<file path="config.mk">
export PLATFORM = sky130hd
export DESIGN_NAME = mem_arb
export DESIGN_NICKNAME = d
export VERILOG_FILES = /design/src/rtl/mem_arb_pkg.sv /design/src/rtl/mem_arb_prio.sv /design/src/rtl/mem_arb.sv
export SDC_FILE = /design/constraint.sdc
export NUM_CORES = 1
export LEC_CHECK = 0
export CORE_ASPECT_RATIO = 0.9
export CORE_MARGIN = 4
export CORE_UTILIZATION = 38
export CTS_BUF_LIST = sky130_fd_sc_hd__clkbuf_4 sky130_fd_sc_hd__clkbuf_8
export DETAILED_ROUTE_END_ITERATION = 10
export MAX_ROUTING_LAYER = met4
export PLACE_DENSITY = 0.79
export SLEW_MARGIN = 20
export SYNTH_ARGS = -nofsm -noshare
export SYNTH_HDL_FRONTEND = slang
export SYNTH_SLANG_ARGS = --single-unit
export TNS_END_PERCENT = 100
</file>
<file path="constraint.sdc">
create_clock -name clk -period 2.07 [get_ports clk]
set_clock_uncertainty 0.2 [all_clocks]
set_input_delay 0.5175 -clock clk [delete_from_list [all_inputs] [get_ports clk]]
set_output_delay 0.5175 -clock clk [all_outputs]
set_load 0.1 [all_outputs]
</file>
<file path="src/rtl/mem_arb_pkg.sv">
`default_nettype none
// ============================================================================
// Module   : mem_arb_pkg
// Brief    : Shared types and constants for the fetch/data memory arbiter.
// Revision : 1.0 - initial release
// ============================================================================
package mem_arb_pkg;

   // Width of the fetch starvation counter; holds STARVE_LIM up to 15.
   localparam int STARVE_W = 4;

   // Arbiter sequencing states, explicitly 2 bits wide.
   typedef enum logic [1:0] {
      ST_IDLE    = 2'd0,
      ST_IF_BUSY = 2'd1,
      ST_D_BUSY  = 2'd2,
      ST_RESP    = 2'd3
   } arb_state_t;

   // Byte-enable pattern used for every instruction fetch (full word).
   localparam logic [3:0] C_BE_WORD = 4'hF;

endpackage : mem_arb_pkg
`default_nettype wire

</file>
<file path="src/rtl/mem_arb_prio.sv">
`default_nettype none
// ============================================================================
// Module   : mem_arb_prio
// Brief    : Data-first grant decision with a fetch anti-starvation counter.
//            The counter counts data grants made while a fetch is waiting
//            and forces a fetch grant once it reaches STARVE_LIM.
// Revision : 1.0 - initial release
// ============================================================================
module mem_arb_prio
   import mem_arb_pkg::*;
#(
   parameter int STARVE_LIM = 4
) (
   input  logic clk,
   input  logic rst_n,
   input  logic if_req,
   input  logic d_req,
   input  logic grant_stb,
   output logic grant_if,
   output logic grant_d
);

   localparam logic [STARVE_W-1:0] C_LIM = STARVE_LIM[STARVE_W-1:0];

   logic [STARVE_W-1:0] r_starve_cnt;
   logic                w_starved;

   // Fetch has waited long enough once the counter reaches the limit.
   assign w_starved = (r_starve_cnt == C_LIM);

   // Data wins ties unless fetch is starved; a lone requester always wins.
   assign grant_d  = d_req  & (~if_req | ~w_starved);
   assign grant_if = if_req & (~d_req  |  w_starved);

   // Starvation counter: cleared by fetch grants, bumped by data grants
   // that bypass a waiting fetch, saturating at the limit.
   always_ff @(posedge clk or negedge rst_n) begin
      if (!rst_n) begin
         r_starve_cnt <= '0;
      end else if (grant_stb) begin
         if (grant_if) begin
            r_starve_cnt <= '0;
         end else if (grant_d && if_req && !w_starved) begin
            r_starve_cnt <= r_starve_cnt + 1'b1;
         end
      end
   end

endmodule : mem_arb_prio
`default_nettype wire

</file>
<file path="src/rtl/mem_arb.sv">
`default_nettype none
// ============================================================================
// Module   : mem_arb
// Brief    : Single-port memory arbiter and access sequencer shared by the
//            instruction fetch and load/store stages. Grants one requester at
//            a time, holds the memory request until ack, returns a one-cycle
//            response pulse and discards fetches cancelled by a redirect.
// Revision : 1.0 - initial release
// ============================================================================
module mem_arb
   import mem_arb_pkg::*;
#(
   parameter int STARVE_LIM = 4
) (
   input  logic        clk,
   input  logic        rst_n,
   // instruction fetch side
   input  logic        if_req,
   input  logic [31:0] if_addr,
   input  logic        if_kill,
   output logic        if_valid,
   output logic [31:0] if_inst,
   output logic        if_stall,
   // load/store side
   input  logic        d_req,
   input  logic        d_we,
   input  logic [31:0] d_addr,
   input  logic [31:0] d_wdata,
   input  logic [3:0]  d_be,
   output logic        d_valid,
   output logic [31:0] d_rdata,
   output logic        d_stall,
   // shared memory port
   output logic        mem_req,
   output logic        mem_we,
   output logic [31:0] mem_addr,
   output logic [31:0] mem_wdata,
   output logic [3:0]  mem_be,
   input  logic        mem_ack,
   input  logic [31:0] mem_rdata
);

   arb_state_t  r_state;
   arb_state_t  w_state_nxt;
   logic        r_drop;
   logic        w_drop_nxt;
   logic        r_owner_d;
   logic        w_load_if;
   logic        w_load_d;
   logic        w_done;
   logic        w_if_stale;
   logic        w_grant_if;
   logic        w_grant_d;
   logic        w_grant_stb;

   logic        r_mem_req;
   logic        r_mem_we;
   logic [31:0] r_mem_addr;
   logic [31:0] r_mem_wdata;
   logic [3:0]  r_mem_be;
   logic [31:0] r_if_inst;
   logic [31:0] r_d_rdata;

   // Grant decisions are only taken while idle.
   assign w_grant_stb = (r_state == ST_IDLE);

   mem_arb_prio #(
      .STARVE_LIM (STARVE_LIM)
   ) u_prio (
      .clk       (clk),
      .rst_n     (rst_n),
      .if_req    (if_req),
      .d_req     (d_req),
      .grant_stb (w_grant_stb),
      .grant_if  (w_grant_if),
      .grant_d   (w_grant_d)
   );

   // A fetch is stale if a redirect was seen earlier or arrives this cycle.
   assign w_if_stale = r_drop | if_kill;

   // State register and drop flag.
   always_ff @(posedge clk or negedge rst_n) begin
      if (!rst_n) begin
         r_state <= ST_IDLE;
         r_drop  <= 1'b0;
      end else begin
         r_state <= w_state_nxt;
         r_drop  <= w_drop_nxt;
      end
   end

   // Next-state logic, grant loading and access completion.
   always_comb begin
      w_state_nxt = r_state;
      w_drop_nxt  = r_drop;
      w_load_if   = 1'b0;
      w_load_d    = 1'b0;
      w_done      = 1'b0;
      unique case (r_state)
         ST_IDLE: begin
            w_drop_nxt = 1'b0;
            if (w_grant_d) begin
               w_load_d    = 1'b1;
               w_state_nxt = ST_D_BUSY;
            end else if (w_grant_if) begin
               w_load_if   = 1'b1;
               w_state_nxt = ST_IF_BUSY;
            end
         end
         ST_IF_BUSY: begin
            if (if_kill) begin
               w_drop_nxt = 1'b1;
            end
            if (mem_ack) begin
               w_done = 1'b1;
               if (w_if_stale) begin
                  // cancelled fetch: swallow the response
                  w_drop_nxt  = 1'b0;
                  w_state_nxt = ST_IDLE;
               end else begin
                  w_state_nxt = ST_RESP;
               end
            end
         end
         ST_D_BUSY: begin
            if (mem_ack) begin
               w_done      = 1'b1;
               w_state_nxt = ST_RESP;
            end
         end
         ST_RESP: begin
            w_state_nxt = ST_IDLE;
         end
         default: begin
            w_state_nxt = ST_IDLE;
         end
      endcase
   end

   // Registered memory request: loaded from the winner, held until ack.
   always_ff @(posedge clk or negedge rst_n) begin
      if (!rst_n) begin
         r_mem_req   <= 1'b0;
         r_mem_we    <= 1'b0;
         r_mem_addr  <= '0;
         r_mem_wdata <= '0;
         r_mem_be    <= '0;
         r_owner_d   <= 1'b0;
      end else if (w_load_d) begin
         r_mem_req   <= 1'b1;
         r_mem_we    <= d_we;
         r_mem_addr  <= d_addr;
         r_mem_wdata <= d_wdata;
         r_mem_be    <= d_be;
         r_owner_d   <= 1'b1;
      end else if (w_load_if) begin
         r_mem_req   <= 1'b1;
         r_mem_we    <= 1'b0;
         r_mem_addr  <= if_addr;
         r_mem_wdata <= '0;
         r_mem_be    <= C_BE_WORD;
         r_owner_d   <= 1'b0;
      end else if (w_done) begin
         r_mem_req   <= 1'b0;
      end
   end

   // Response data capture: fetch words unless stale, load data on loads only.
   always_ff @(posedge clk or negedge rst_n) begin
      if (!rst_n) begin
         r_if_inst <= '0;
         r_d_rdata <= '0;
      end else if (w_done) begin
         if (r_state == ST_IF_BUSY && !w_if_stale) begin
            r_if_inst <= mem_rdata;
         end
         if (r_state == ST_D_BUSY && !r_mem_we) begin
            r_d_rdata <= mem_rdata;
         end
      end
   end

   assign mem_req   = r_mem_req;
   assign mem_we    = r_mem_we;
   assign mem_addr  = r_mem_addr;
   assign mem_wdata = r_mem_wdata;
   assign mem_be    = r_mem_be;
   assign if_inst   = r_if_inst;
   assign d_rdata   = r_d_rdata;

   // Response pulses; a redirect in the response cycle suppresses the fetch.
   assign if_valid = (r_state == ST_RESP) & ~r_owner_d & ~if_kill;
   assign d_valid  = (r_state == ST_RESP) &  r_owner_d;

   assign if_stall = if_req & ~if_valid;
   assign d_stall  = d_req  & ~d_valid;

endmodule : mem_arb
`default_nettype wire
</file>
==> impl_metrics.toml <==
[grt]
grt_pass1_vias = 5208
grt_max_degree = 43
antenna_found_initial = 0
grt-ovfl-total = 0
grt_pass1_wl_um = 28900
grt_usage = 0.233

[setup_path]
cp_top_family = "buffers and inverters"
cp-end-kind = "output pin"
arrival_ns = 1.54
slowest_delay_ns = 0.49
required_ns = 1.35
slowest_stage = "clkdlybuf4s50_1"
worstPathMaxFanout = 7
critPathKind = "in2out"
startpoint_type = "input pin"
worstPathCellList = "clkdlybuf4s50_1 > buf_4 > nor2b_4 > buf_12"
path_buf_inv = 3

[timing]
period_needed_ns = 2.26
layout_setup_ws_ns = -0.186
post-route-period-util = 1.09
setup_violations = 4
totalNegativeSetupSlack_ns = -0.584
rsz0062_at_grt = "yes"
slew_headroom = 0.736
slew_viol_final = 0
final-hold-violation-count = 0
fmax_mhz = 443
worst_pin_slew_ns = 0.397

[cts]
path_clk_slew_ns = 0.07
cts.path.max_buffers = 2
cts_buffers = 17
cts_max_level = 4
clock_sinks = 142
cts_tree = "built"
clk_latency_ns = 0.43
clock-root-buffer = "clkbuf_8"

[placed_design]
port-buffer-count = 276
hpwlAfterDp_um = 13900
gp_congestion = 0.870

[detailed_routing]
wl_per_cell_um = 21.0
drtIter0Drc = 234
viasPerCell = 5.16
drc = 0
wl_um = 18700
via_count = 4606
drtPass1Iterations = 5
drtAntennaViolNets = 0

[synth]
syn_area_um2 = 5620
syn_nets = 533
synth_edf_count = 0
synth_top_cell_by_area = "dfrtp_1"
yosys_register_bits = 142
syn_inst = 388
synth_area_per_cell_um2 = 14.5
synth_top_area_share = 0.633
synth_cell_types = 33
synth_seq_area_share = 0.633
ys.flop_type = "dfrtp_1"
synth.area.top_cells = "dfrtp_1 (63%), mux2_2 (13%), a221o_1 (5.7%), a22o_1 (5.1%), and2_1 (3.7%)"
synthArstFlopShare = 1.00
yosys_warnings = 0

[floorplan]
initial_utilization = 0.394
core_region_area_um2 = 14300
fp.dieArea_um2 = 16800
boundaryPins = 277
die_w_um = 136
die_h_um = 123
rows = 41

[cells_and_area]
nFillCells = 885
fin_nets = 831
drive_gt1_frac = 0.391
diodes = 0
syn_to_final_growth_pct = 89.7

[run_status]
violations = "negative setup slack"
status = "finished with violations"

[job]
drv_cap = 0

[hold_path]
worstHoldPathType = "reg2reg"
-- kinds of logic (layout without fill, tap and decap cells) --
kind of cell | Yosys count | in the layout | share of synthesized area
flops | 142 | 142 | 0.633
buf+inv | 31 | 342 | 0.0261
fa+ha+maj | 6 | 6 | 0.0134
simple gates | 60 | 60 | 0.0642
mux | 66 | 66 | 0.132
compound gates | 83 | 83 | 0.132
-- area by class of cell --
cell class	count	area, um^2	share of cell area
clock buffers	20	263	0.0247
clock inverters	12	138	0.0129
inverters	6	22.5	0.00211
multi-input cells	215	1970	0.185
flip-flops and latches	142	3550	0.334
well taps	193	241	0.0227
repair buffers	304	4460	0.419
-- worst register-to-register path: stages, from the launching register on --
cell and delay (ns):
dfrtp_1 0.40, buf_4 0.15, inv_1 0.11, ha_4 0.20
buf_4 0.13, o21ai_4 0.07, buf_12 0.16, and2_1 0.17
a221o_1 0.27
-- final timing paths --
| path | end | slack (ns) | cells past startpoint | startpoint |
|---|---|---|---|---|
| max | if_stall | -0.19 | 4 | if_req |
| min | mem_req | 0.34 | 2 | mem_req |
| max reg2reg | mem_addr[4] | 0.08 | 8 | r_state[0] |
| min reg2reg | mem_req | 0.34 | 2 | mem_req |
| max in group asynchronous | mem_addr[20] | 0.73 | 3 | rst_n |
| min in group asynchronous | mem_wdata[19] | 0.36 | 2 | rst_n |
-- state kept, by name, summed over array words and instances, names as in the netlist --
| name | flops |
|---|---|
| if_inst | 32 |
| u_prio.r_starve_cnt | 4 |
| r_state | 2 |
| mem_wdata | 32 |
| mem_addr | 32 |
| mem_be | 4 |
| mem_req | 1 |
| r_owner_d | 1 |
| mem_we | 1 |
| d_rdata | 32 |
| r_drop | 1 |
-- cell usage after synthesis (5+ instances only) --
cell / number
a221o_1: 32
a22o_1: 33
and2_1: 33
buf_2: 12
clkbuf_1: 11
dfrtp_1: 142
ha_1: 6
inv_1: 6
mux2_2: 64
nand2_1: 9
o22a_1: 5
-- per-layer routing --
metal	share of wire	up-vias	global-route usage
li1	-	2041	-
met1	0.38	2336	0.263
met2	0.52	191	0.387
met3	0.075	38	0.0745
met4	0.028	0	0.0957
met5	0	-	-
-- metrics by stage --
step | cell area (um^2) | instances | setup WS [ns] | util | hold slack (ns)
6_report | 10700 | 892 | -0.186 | 0.747 | 0.340
5_1_grt | 10700 | 892 | -0.282 | 0.747 | 0.360
4_1_cts | 10600 | 891 | -0.218 | 0.746 | 0.344
3_5_place_dp | 10200 | 856 | -0.244 | 0.715 | 0.261
3_3_place_gp | 10200 | 856 | -0.233 | 0.715 | 0.259
2_1_floorplan | 5640 | 388 | -0.412 | - | 0.0219
-- layout by cell type (no fill, tap or decap), types with 3 or more instances in the layout --
| master | count |
|---|---|
| nand4_1 | 3 |
| clkinv_4 | 4 |
| dfrtp_1 | 141 |
| ha_1 | 4 |
| buf_4 | 18 |
| a22o_1 | 33 |
| nand3_1 | 3 |
| nand2_1 | 9 |
| inv_1 | 6 |
| o21ai_0 | 3 |
| clkdlybuf4s50_1 | 136 |
| and2_1 | 32 |
| a221o_1 | 32 |
| buf_12 | 146 |
| clkbuf_8 | 18 |
| o22a_1 | 5 |
| mux2_2 | 64 |
-- repair_timing --
action | 4_1_cts | 5_1_grt
hold endpoints to repair | 37 | 0
pin swaps | 2 | 0
hold buffers | 1 | 0
endpoints found under the setup margin | 4 | 40
resized for setup | 4 | 2
setup buffers | 2 | 1
Power is not shown: default switching activity piles up to over one toggle a cycle in this logic, so the estimate is an artifact.
